--- src/rtl/branch_resolve_bht_if.sv ---
// Pipeline-facing signals of the MEM-stage branch resolver: the IF-stage
// prediction lookup, the MEM-stage resolve inputs, redirect outputs and statistics.
interface branch_resolve_bht_if #(
    parameter int PC_W  = 32,
    parameter int CNT_W = 16
);
    logic [PC_W-1:0]  if_pc;
    logic             if_predict_taken;
    logic             mem_valid;
    logic             mem_stall;
    logic [2:0]       mem_branch_op;
    logic             mem_zero;
    logic             mem_sign;
    logic [PC_W-1:0]  mem_pc;
    logic             mem_pred_taken;
    logic             PCSrc;
    logic             mem_flush;
    logic             redirect_to_target;
    logic [CNT_W-1:0] stat_branches;
    logic [CNT_W-1:0] stat_mispredicts;

    // master is the pipeline side, slave is the resolver
    modport master (
        output if_pc, mem_valid, mem_stall, mem_branch_op, mem_zero, mem_sign,
               mem_pc, mem_pred_taken,
        input  if_predict_taken, PCSrc, mem_flush, redirect_to_target,
               stat_branches, stat_mispredicts
    );

    modport slave (
        input  if_pc, mem_valid, mem_stall, mem_branch_op, mem_zero, mem_sign,
               mem_pc, mem_pred_taken,
        output if_predict_taken, PCSrc, mem_flush, redirect_to_target,
               stat_branches, stat_mispredicts
    );
endinterface

--- src/rtl/branch_resolve_bht.sv ---
// MEM-stage branch resolution with a 2-bit saturating-counter BHT read at IF and
// trained at MEM, plus misprediction flush/redirect and saturating statistics.
module branch_resolve_bht #(
    parameter int         PC_W       = 32,
    parameter int         BHT_DEPTH  = 16,
    parameter int         CNT_W      = 16,
    parameter logic [1:0] INIT_STATE = 2'b01
) (
    input  logic                  clk,
    input  logic                  reset_n,
    branch_resolve_bht_if.slave   bus
);
    localparam int IDX_W = $clog2(BHT_DEPTH);

    localparam logic [2:0] OP_BEQ  = 3'b001;
    localparam logic [2:0] OP_BNE  = 3'b010;
    localparam logic [2:0] OP_BLEZ = 3'b011;
    localparam logic [2:0] OP_BGTZ = 3'b100;
    localparam logic [2:0] OP_BLTZ = 3'b101;
    localparam logic [2:0] OP_BGEZ = 3'b110;

    logic [1:0]       r_bht [BHT_DEPTH];
    logic [CNT_W-1:0] r_stat_branches;
    logic [CNT_W-1:0] r_stat_mispredicts;

    logic [IDX_W-1:0] w_if_idx;
    logic [IDX_W-1:0] w_mem_idx;
    logic             w_op_is_branch;
    logic             w_br;
    logic             w_taken;
    logic             w_flush;

    // Word-aligned PC bits pick the entry; no tags, so aliasing is expected.
    assign w_if_idx  = bus.if_pc[IDX_W+1:2];
    assign w_mem_idx = bus.mem_pc[IDX_W+1:2];

    // Bits outside the index window are intentionally ignored.
    logic w_unused;
    assign w_unused = ^{bus.if_pc[PC_W-1:IDX_W+2], bus.if_pc[1:0],
                        bus.mem_pc[PC_W-1:IDX_W+2], bus.mem_pc[1:0]};

    always_comb begin
        w_taken = 1'b0;
        case (bus.mem_branch_op)
            OP_BEQ:  w_taken = bus.mem_zero;
            OP_BNE:  w_taken = ~bus.mem_zero;
            OP_BLEZ: w_taken = bus.mem_sign | bus.mem_zero;
            OP_BGTZ: w_taken = ~bus.mem_sign & ~bus.mem_zero;
            OP_BLTZ: w_taken = bus.mem_sign;
            OP_BGEZ: w_taken = ~bus.mem_sign;
            default: w_taken = 1'b0;
        endcase
    end

    assign w_op_is_branch = (bus.mem_branch_op != 3'b000) && (bus.mem_branch_op != 3'b111);
    assign w_br           = bus.mem_valid & ~bus.mem_stall & w_op_is_branch;
    assign w_flush        = w_br & (w_taken != bus.mem_pred_taken);

    assign bus.PCSrc              = w_br & w_taken;
    assign bus.mem_flush          = w_flush;
    assign bus.redirect_to_target = w_flush & w_taken;

    // Read of the registered table; a same-cycle train is visible next cycle.
    assign bus.if_predict_taken = r_bht[w_if_idx][1];

    always_ff @(posedge clk or negedge reset_n) begin
        if (!reset_n) begin
            for (int i = 0; i < BHT_DEPTH; i++) begin
                r_bht[i] <= INIT_STATE;
            end
        end else if (w_br) begin
            if (w_taken) begin
                if (r_bht[w_mem_idx] != 2'b11) r_bht[w_mem_idx] <= r_bht[w_mem_idx] + 2'b01;
            end else begin
                if (r_bht[w_mem_idx] != 2'b00) r_bht[w_mem_idx] <= r_bht[w_mem_idx] - 2'b01;
            end
        end
    end

    always_ff @(posedge clk or negedge reset_n) begin
        if (!reset_n) begin
            r_stat_branches    <= '0;
            r_stat_mispredicts <= '0;
        end else begin
            if (w_br && (r_stat_branches != '1)) begin
                r_stat_branches <= r_stat_branches + 1'b1;
            end
            if (w_flush && (r_stat_mispredicts != '1)) begin
                r_stat_mispredicts <= r_stat_mispredicts + 1'b1;
            end
        end
    end

    assign bus.stat_branches    = r_stat_branches;
    assign bus.stat_mispredicts = r_stat_mispredicts;
endmodule

--- src/flat_wrapper.sv ---
// flat-port wrapper written by rule: the top's interface ports become plain ports
module branch_resolve_bht_flat 
#(
    parameter int         PC_W       = 32,
    parameter int         BHT_DEPTH  = 16,
    parameter int         CNT_W      = 16,
    parameter logic [1:0] INIT_STATE = 2'b01
)
  (clk, reset_n, bus_if_pc, bus_mem_valid, bus_mem_stall, bus_mem_branch_op, bus_mem_zero, bus_mem_sign, bus_mem_pc, bus_mem_pred_taken, bus_if_predict_taken, bus_PCSrc, bus_mem_flush, bus_redirect_to_target, bus_stat_branches, bus_stat_mispredicts);
  branch_resolve_bht_if #(.PC_W(PC_W), .CNT_W(CNT_W)) bus_i ();
  input  logic clk;
  input  logic reset_n;
  input wire logic [$bits(bus_i.if_pc)-1:0] bus_if_pc;
  input wire logic [$bits(bus_i.mem_valid)-1:0] bus_mem_valid;
  input wire logic [$bits(bus_i.mem_stall)-1:0] bus_mem_stall;
  input wire logic [$bits(bus_i.mem_branch_op)-1:0] bus_mem_branch_op;
  input wire logic [$bits(bus_i.mem_zero)-1:0] bus_mem_zero;
  input wire logic [$bits(bus_i.mem_sign)-1:0] bus_mem_sign;
  input wire logic [$bits(bus_i.mem_pc)-1:0] bus_mem_pc;
  input wire logic [$bits(bus_i.mem_pred_taken)-1:0] bus_mem_pred_taken;
  output wire logic [$bits(bus_i.if_predict_taken)-1:0] bus_if_predict_taken;
  output wire logic [$bits(bus_i.PCSrc)-1:0] bus_PCSrc;
  output wire logic [$bits(bus_i.mem_flush)-1:0] bus_mem_flush;
  output wire logic [$bits(bus_i.redirect_to_target)-1:0] bus_redirect_to_target;
  output wire logic [$bits(bus_i.stat_branches)-1:0] bus_stat_branches;
  output wire logic [$bits(bus_i.stat_mispredicts)-1:0] bus_stat_mispredicts;
  assign bus_i.if_pc = bus_if_pc;
  assign bus_i.mem_valid = bus_mem_valid;
  assign bus_i.mem_stall = bus_mem_stall;
  assign bus_i.mem_branch_op = bus_mem_branch_op;
  assign bus_i.mem_zero = bus_mem_zero;
  assign bus_i.mem_sign = bus_mem_sign;
  assign bus_i.mem_pc = bus_mem_pc;
  assign bus_i.mem_pred_taken = bus_mem_pred_taken;
  assign bus_if_predict_taken = bus_i.if_predict_taken;
  assign bus_PCSrc = bus_i.PCSrc;
  assign bus_mem_flush = bus_i.mem_flush;
  assign bus_redirect_to_target = bus_i.redirect_to_target;
  assign bus_stat_branches = bus_i.stat_branches;
  assign bus_stat_mispredicts = bus_i.stat_mispredicts;
  branch_resolve_bht #(.PC_W(PC_W), .BHT_DEPTH(BHT_DEPTH), .CNT_W(CNT_W), .INIT_STATE(INIT_STATE)) u_core (.clk(clk), .reset_n(reset_n), .bus(bus_i));
endmodule
--- config.mk ---
export PLATFORM = sky130hd
export DESIGN_NAME = branch_resolve_bht_flat
export DESIGN_NICKNAME = d
export VERILOG_FILES = /design/src/rtl/branch_resolve_bht_if.sv /design/src/rtl/branch_resolve_bht.sv /design/src/flat_wrapper.sv
export SDC_FILE = /design/constraint.sdc
export NUM_CORES = 1
export LEC_CHECK = 0
export CAP_MARGIN = 20
export CORE_MARGIN = 3
export CORE_UTILIZATION = 42
export DETAILED_ROUTE_END_ITERATION = 10
export GPL_ROUTABILITY_DRIVEN = 0
export PLACE_DENSITY = 0.77
export RECOVER_POWER = 25
export SETUP_SLACK_MARGIN = 0.15
export SLEW_MARGIN = 10
export SYNTH_ARGS = -nofsm -noshare
export SYNTH_HDL_FRONTEND = slang
export SYNTH_SLANG_ARGS = --single-unit
--- constraint.sdc ---
create_clock -name clk -period 2.6 [get_ports clk]
set_clock_uncertainty 0.05 [all_clocks]
set_input_delay 0.52 -clock clk [delete_from_list [all_inputs] [get_ports clk]]
set_output_delay 0.52 -clock clk [all_outputs]
set_load 0.01 [all_outputs]
== Yosys cells after proc, flatten, opt, wreduce, memory -nomap -nowiden ==
Cells that the tools add are included.
W data, S select, Z words.

* Bits in registers: 64
* Input bits: 74
* Logic and storage cells: 71

* Add/sub/neg operators: 4
* Magnitude comparators: 3
* Equal/unequal tests: 12
* Muxes and demuxes: 14
* Bitwise gates (word level): 12
* Reduce and logical (&&, ||, !) cells: 8

{| class="wikitable"
|+ Operators by type and width
! kind !! number
|-
| $mux W32 || 3
|-
| $bwmux W32 || 2
|-
| $add A16 B1 Y16 const B || 2
|-
| $ne A16 B16 Y1 const B || 2
|-
| $bmux W2 S4 || 2
|-
| $ge A5 B5 Y1 const B || 2
|-
| $mux W2 || 5
|-
| $not A4 Y5 || 2
|-
| $eq A3 B3 Y1 const B || 3
|-
| $demux W2 S4 || 1
|-
| $and A1 B1 Y1 || 6
|-
| $eq A3 B2 Y1 const B || 2
|-
| $pmux W1 S6 || 1
|-
| $lt A5 B1 Y1 const B || 1
|-
| $logic_and A1 B1 Y1 || 4
|-
| $ne A2 B2 Y1 const B || 2
|-
| $reduce_bool A2 Y1 || 2
|-
| $eq A3 B1 Y1 const B || 1
|-
| $ne A3 B3 Y1 const B || 1
|-
| $not A1 Y1 || 3
|-
| $reduce_and A3 Y1 || 1
|-
| $reduce_bool A3 Y1 || 1
|-
| $add A2 B1 Y2 const B || 1
|-
| $sub A2 B1 Y2 const B || 1
|-
| other kinds (2) || 2
|}

== Logic depth before layout (Yosys ltp) ==
Gate-level depths: netlist of the first run.

* Depth after elaboration: 8
* Mapped depth: 10
* Gate-level depth less buffers: 8

== Least setup slack after synthesis of the first run ==
Ideal clock, no wire load.

* Path kind: input -> register
* Start: in bus_mem_pc[2]
* End: reg u_core.r_bht[1] (netlist bit)
* Arrival: 2,939 ps
* Data required time: 2,422 ps
* Setup slack: -516 ps
* Stages: 10
* Buffers on the path: 3
* Cell sequence: buf_4 -> mux4_2 -> a221oi_2 -> buf_4 -> inv_1 -> ha_1 -> mux2i_2 -> buf_6 -> nand4_1 -> mux2_1

* Longest elaborated chain between the ends: 8
* Elaborated cells on any way between the ends: 21
* Classes of those cells: add/sub: 2; order compare: 2; eq/ne: 2; mux: 10; bitwise: 1; reduce/logical: 4

{| class="wikitable"
|+ Ends and longest elaborated chain
! item !! line !! source
|-
| start: declaration || flat_wrapper.sv:19 || <nowiki>input wire logic [$bits(bus_i.mem_pc)-1:0] bus_mem_pc;</nowiki>
|-
| $not A4 Y5 (implied by the code) (*) || branch_resolve_bht.sv:73, branch_resolve_bht.sv:75 ||
|-
| $bmux W2 S4 (tied with other cells) || branch_resolve_bht.sv:73, branch_resolve_bht.sv:75 ||
|-
| $mux W2 (implied by the code) / $logic_and A1 B1 Y1 (equally long branches) || branch_resolve_bht.sv:73, branch_resolve_bht.sv:75 ||
|-
| $mux W2 (implied by the code) || branch_resolve_bht.sv:73, branch_resolve_bht.sv:75 ||
|-
| $sub A2 B1 Y2 (tied with other cells) || branch_resolve_bht.sv:75 || <nowiki>if (r_bht[w_mem_idx] != 2'b00) r_bht[w_mem_idx] <= r_bht[w_mem_idx] - 2'b01;</nowiki>
|-
| $bwmux W32, on equally long branches || branch_resolve_bht.sv:75, branch_resolve_bht.sv:73 ||
|-
| $mux W32, on equally long branches || branch_resolve_bht.sv:75, branch_resolve_bht.sv:73 ||
|-
| $mux W32 || branch_resolve_bht.sv:72 || <nowiki>if (w_taken) begin</nowiki>
|-
| end signal: indexed assignment || branch_resolve_bht.sv:69 || <nowiki>r_bht[i] <= INIT_STATE;</nowiki>
|-
| end: declaration || branch_resolve_bht.sv:22 || <nowiki>logic [1:0] r_bht [BHT_DEPTH];</nowiki>
|}

Every way passes the cells marked *; elsewhere a longest branch is shown, timed or not. The select of a mux whose other input is x is not followed.
A chain may end at the register's enable or synchronous reset.

== Worst setup path after layout of the first run ==
* Start: reg u_core.r_bht[31] (netlist bit)
* End: reg u_core.r_bht[17] (netlist bit)

* Longest elaborated chain between the ends: 7
* Elaborated cells on any way between the ends: 15
* Classes of those cells: add/sub: 2; eq/ne: 2; mux: 8; reduce/logical: 3

{| class="wikitable"
|+ Ends and longest elaborated chain
! item !! line
|-
| $bmux W2 S4 (*) || branch_resolve_bht.sv:73, branch_resolve_bht.sv:75
|-
| $mux W2 (implied by the code) (*) (2 in a row) || branch_resolve_bht.sv:73, branch_resolve_bht.sv:75
|-
| $sub A2 B1 Y2 / $add A2 B1 Y2 (equally long branches) || branch_resolve_bht.sv:75, branch_resolve_bht.sv:73
|-
| $bwmux W32, on equally long branches || branch_resolve_bht.sv:75, branch_resolve_bht.sv:73
|-
| $mux W32, on equally long branches || branch_resolve_bht.sv:75, branch_resolve_bht.sv:73
|-
| $mux W32 || branch_resolve_bht.sv:72
|}

Marks and branches as above.

==> results of run 1 <==
==> power by group <==
part	switching, uW	internal, uW
Combinational	516	752
Clock	405	569
Sequential	205	1270
==> placed cells by master, fill, tap and decap left out, types with 2 or more instances in the layout <==
master            n
and2_1            5
and3_1            8
and4_1            3
and4_4            4
buf_12            3
buf_2             2
buf_4            36
buf_6             8
buf_8             2
bufinv_16         2
clkbuf_8         10
clkdlybuf4s50_1  38
dfrtp_1          48
dfstp_2          16
dlygate4sd2_1     7
ha_1              3
mux2_2           26
mux2_4           11
mux4_2           14
nand2_1          17
nand2b_1          3
nand3_1           7
nand3b_1          2
nand4_1          22
nor2_1           14
nor2b_1           5
nor3_1            9
nor3b_2           2
xnor2_1          10
xor2_1           17
==> worst min-delay path by stage <==
stage	to	startpoint	slack (ns)	depth (start not counted)
final	u_core.r_bht[23]	reset_n	0.41	1
after global routing	u_core.bus.stat_branches[6]	u_core.bus.stat_branches[6]	0.48	1
after CTS	u_core.bus.stat_branches[13]	reset_n	0.14	1
after detailed placement	u_core.bus.stat_branches[6]	u_core.bus.stat_branches[6]	0.44	1
after global placement	u_core.bus.stat_branches[8]	u_core.bus.stat_branches[8]	0.42	1
after floorplan	u_core.bus.stat_branches[0]	reset_n	0.17	0
==> per-layer routing <==
layer  up-vias  track usage, %  part of all wire, %
met4         0            10.2                  3.3
met2        87            29.8                   48
met1      1338            25.5                   43
met5         -               0                    0
li1       1215               -                    -
met3        24            3.91                  5.8
==> critical path: stages (launching register included) <==
cell and delay, ns:
dfrtp_1 0.42, mux4_2 0.47, mux4_2 0.48, buf_4 0.16, ha_4 0.15, mux2i_4 0.16, buf_12 0.15, buf_8 0.11
nand4_1 0.14, mux2_4 0.33
==> area by class of cell <==
| type | instances | area share (%) |
|---|---|---|
| Clock buffer | 10 | 2.87 |
| Timing Repair Buffer | 102 | 20.3 |
| Tap cell | 102 | 2.66 |
| Multi-Input combinational cell | 197 | 38.3 |
| Clock inverter | 6 | 1.88 |
| Sequential cell | 64 | 33.8 |
| Inverter | 2 | 0.208 |
==> logic make-up (layout without fill, tap and decap cells) <==
kind of cell             count (synthesis)  count (layout)  share of synthesized area (%)
multiplexers                            52              52                           21.9
flip-flops                              64              64                           47.6
XOR/XNOR                                29              29                           7.68
adder cells (fa/ha/maj)                  4               4                           1.47
AND/OR/NAND/NOR                        106             106                           17.5
AO/OA/AOI/OAI                            6               6                           2.17
buffers and inverters                   10             120                           1.69
==> per-stage QoR <==
| stage | total power [uW] | setup slack, ns | TNS, ns |
|---|---|---|---|
| 5_1_grt | 3890 | -0.234 | -5.31 |
| 3_3_place_gp | 2540 | -1.14 | -34.31 |
| 3_5_place_dp | 2590 | -1.24 | -36.86 |
| 2_1_floorplan | 2050 | -0.266 | -6.46 |
| 4_1_cts | 3720 | -0.133 | -2.23 |
| 6_report | 3720 | -0.165 | -2.60 |
==> timing repair <==
action                     4_1_cts  5_1_grt
pin swaps                       21        5
setup endpoints to repair       36       35
hold buffers                     0        0
buffers inserted                 6        1
gates resized for setup         55        5
cloned                           2        0
==> results.yml, run 1 <==
layout:
  drive_gt1_share_pct: 40.2
  finish.instance_area_sq_mm: 0.00480
  nets: 454
  fin_cells: 483
  final_core_util_pct: 61.5
  nFillCells: 610
  num_antenna_cells: 0
  seqCellArea_sq_mm: 0.00162
  multi_input_area_sq_mm: 0.00184
  syn_to_final_growth_pct: 41.0
floorplanning:
  rows: 32
  initial_core_util_pct: 43.6
  die_w_um: 96.1
  boundaryPins: 110
  coreArea_sq_mm: 0.00781
  die_h_um: 96.1
  fp.dieArea_sq_mm: 0.00923
yosys:
  ys_top_cells_by_count: "dfrtp_1 (48), mux2_2 (35), nand4_1 (22)"
  yosysWarnings: 0
  synth_most_common_cell: "dfrtp_1"
  synth.largest_area_cell: "dfrtp_1"
  synth.avg_cell_area_sq_um: 12.6
  yosysTopAreaCellShare_pct: 35.3
  synth_seq_cells: 64
  synth-edff-count: 0
  netlist_instances: 271
  ys.flop_type: "dfrtp_1"
  ys_top_cells_by_area: "dfrtp_1 (35%), dfstp_2 (12%), mux2_2 (12%)"
  async_flop_share_pct: 100
  syn-cell-area_sq_mm: 0.00341
  synth_seq_area_share_pct: 47.6
  synth_fp_nets: 349
  synth_cell_types: 38
power:
  ir_drop_uv: 408
  cellLeakagePower_uw: 0.00215
  powerDensity_mw_per_mm2: 774
worst_setup_path:
  startpoint: "u_core.r_bht[31]"
  end_kind: "flop"
  cp.arrival_ns: 2.94
  cp-endpoint: "u_core.r_bht[17]"
  start_kind: "flop"
  timing.rr.end: "u_core.r_bht[17]"
  rrSetupSlack_ns: -0.17
  critical_path_class: "reg2reg"
  r2r_start: "u_core.r_bht[31]"
  ff2ff_path_depth: 9
  crit_fanout: 8
  worst_ep_required_time_ns: 2.77
placed_design:
  dpl_cell_area_sq_mm: 0.00439
  post-dp-hpwl_mm: 5.85
  portBuffers: 53
  dp.cells: 458
timing:
  hold_ws_ns: 0.408
  period_needed_ns: 2.77
  timing.fmax_ghz: 0.362
  hold_viol: 0
  rsz0062_at_grt: "yes"
  setup_ws_ns: -0.165
  timing.slew.headroom_pct: 10.8
  setup_viol: 32
  slew_violations: 0
  finalCritPeriodShare_pct: 106
  worst_pin_slew_ns: 1.34
outcome:
  violations: "negative setup slack"
  status: "complete, but fails checks"
min_path:
  hold_path_class: "in2async"
detailed_routing:
  ant_nets: 0
  num_vias: 2664
  drtIter0Drc: 157
  drc_errors: 0
  drt_first_pass_iters: 4
  finalWirelength_mm: 8.22
  wire_per_inst_um: 17.0
  routed_via_density: 5.52
global_routing:
  grt_pass1_vias: 2671
  grt_max_degree: 41
  grt_usage_pct: 19.3
  grt_pass1_wl_mm: 13.5
  antenna_found_initial: 0
  gr-total-overflow: 0
cts:
  cts_buffer_depth: 2
  numCtsBuffers: 9
  clock_latency_ns: 0.34
  cts-htree-levels: 3
  root_buffer: "clkbuf_8"
  cts_sinks: 64
  cts_tree: "done"
  clk_pin_slew_worst_paths_ns: 0.08
run:
  maxCapViolCount: 0
No activity file was read; power rests on OpenSTA's default activity.
==> run 2, diff against run 1 <==
Settings changed: CORE_MARGIN 3 to default.
==> run 2 against run 1 <==
Combinational power about the same. Critical endpoint is now u_core.r_bht[29]. The flow finishes with violations (max-capacitance violations, max-slew violations, negative setup slack). Critical path depth increased by 4. Wire length decreased by 1.7%. Clock power about the same.
==> results.yml, run 2 (synthesis results as in run 1) <==
layout:
  layout_common_cells: "dfrtp_1 (48), clkdlybuf4s50_1 (39), buf_4 (37), mux2_2 (25), nand4_1 (22)"
  multi_input_area_sq_mm: 0.00186
  syn_to_final_growth_pct: 41.3
  num_antenna_cells: 0
  finish.instance_area_sq_mm: 0.00481
  final_core_util_pct: 62.0
  nFillCells: 595
  nets: 454
  drive_gt1_share_pct: 41.7
  final_common_cell: "dfrtp_1"
  fin_cells: 483
  seqCellArea_sq_mm: 0.00162
run:
  maxCapViolCount: 1
timing:
  rsz0062_at_grt: "yes"
  worst_pin_slew_ns: 2.02
  timing.fmax_ghz: 0.357
  slew_violations: 39
  setup_viol: 33
  hold_ws_ns: 0.444
  final.setup.tns_ns: -3.97
  finalCritPeriodShare_pct: 108
  hold_viol: 0
  timing.slew.headroom_pct: -34.7
  setup_ws_ns: -0.198
  period_needed_ns: 2.80
cts:
  root_buffer: "clkbuf_8"
  holdBufCountCts: 0
  cts-htree-levels: 3
  cts_sinks: 64
  clock_latency_ns: 0.35
  cts_tree: "done"
  numCtsBuffers: 9
  clk_pin_slew_worst_paths_ns: 0.08
  cts_buffer_depth: 2
worst_setup_path:
  critPathMostFrequentCell: "buf_6"
  critical_path_class: "in2reg"
  start_kind: "input port"
  ff2ff_path_depth: 9
  crit_buf_inv: 6
  crit_fanout: 8
  end_kind: "flop"
  cp.arrival_ns: 2.98
  crit_cells: 13
  crit_chain: "buf_8, buf_12, mux4_2, a22o_1, a221oi_4, buf_6, inv_4, ha_4, mux2i_4, buf_6, buf_16, nand4_1, mux2_4"
  worst_ep_required_time_ns: 2.79
  crit_family: "multiplexers"
  crit_path_top_delay_cell: "mux4_2"
  crit_path_max_incr_delay_ns: 0.48
global_routing:
  antenna_found_initial: 0
  grt_max_degree: 39
  grt_pass1_wl_mm: 13.6
  grt_usage_pct: 20.8
  gr-total-overflow: 0
  grt_pass1_vias: 2699
floorplanning:
  initial_core_util_pct: 43.8
  boundaryPins: 110
  die_h_um: 92.1
  rows: 32
  coreArea_sq_mm: 0.00777
  fp.dieArea_sq_mm: 0.00847
  die_w_um: 92.1
detailed_routing:
  finalWirelength_mm: 8.08
  ant_nets: 0
  drc_errors: 0
  wire_per_inst_um: 16.7
  routed_via_density: 5.45
  drt_first_pass_iters: 4
  num_vias: 2632
  drtIter0Drc: 157
power:
  sequentialPowerShare_pct: 39.5
  internal_power_uw: 2580
  cellLeakagePower_uw: 0.00213
  p_switching_uw: 1140
  ir_drop_uv: 392
  powerDensity_mw_per_mm2: 774
  combPwrFrac_pct: 34.4
  p_clk_share_pct: 26.1
  switching_share_pct: 30.6
placed_design:
  dpl_cell_area_sq_mm: 0.00435
  dp.cells: 453
  portBuffers: 53
  post-dp-hpwl_mm: 5.40
min_path:
  hold_path_class: "reg2reg"
  hold_depth: 1
outcome:
  violations: "max-capacitance violations, max-slew violations, negative setup slack"
  status: "complete, but fails checks"
==> run 2: cell type report <==
cell class,instances,area share [%]
multi-input cells,197,38.6
flip-flops and latches,64,33.7
repair buffers,102,20.1
well taps,102,2.65
clock buffers,9,2.57
clock inverters,7,2.11
inverters,2,0.208
==> run 2: power groups by stage <==
stage	combinational, uW	sequential, uW	clock (uW)
after floorplan	597	1450	0
after global placement	1030	1470	0
after detailed placement	1070	1480	0
after CTS	1260	1470	989
after global routing	1370	1500	1050
final	1280	1470	973
==> run 2: worst paths after layout <==
path / slack, ns / endpoint / start
max in group asynchronous: 0.65 / u_core.r_bht[3] / reset_n
min in group asynchronous: 0.69 / u_core.r_bht[19] / reset_n
setup / recovery: -0.20 / u_core.r_bht[29] / bus_mem_pc[2]
hold / removal: 0.44 / u_core.bus.stat_mispredicts[11] / u_core.bus.stat_mispredicts[11]
setup reg to reg: -0.19 / u_core.r_bht[29] / u_core.r_bht[7]
hold reg to reg: 0.44 / u_core.bus.stat_mispredicts[11] / u_core.bus.stat_mispredicts[11]
==> run 2: per-stage QoR <==
step	power (uW)	worst slack [ns]
floorplan	2050	-0.266
global placement	2500	-1.12
detailed placement	2540	-1.25
CTS	3720	-0.199
global route	3920	-0.261
finish	3720	-0.198
==> run 2: metal layers <==
metal	global-route usage (%)	routed length, um	vias to the layer above
li1	-	-	1223
met1	26.6	3470	1309
met2	35.1	4070	85
met3	3.81	326	15
met4	8.07	213	0
met5	0	0	-
==> run 2: timing repair <==
action | CTS | global route
pin swaps | 15 | 5
gates resized for setup | 65 | 7
hold endpoints to repair | 0 | 0
buffers inserted | 11 | 1
setup endpoints to repair | 36 | 36
cloned | 2 | 0
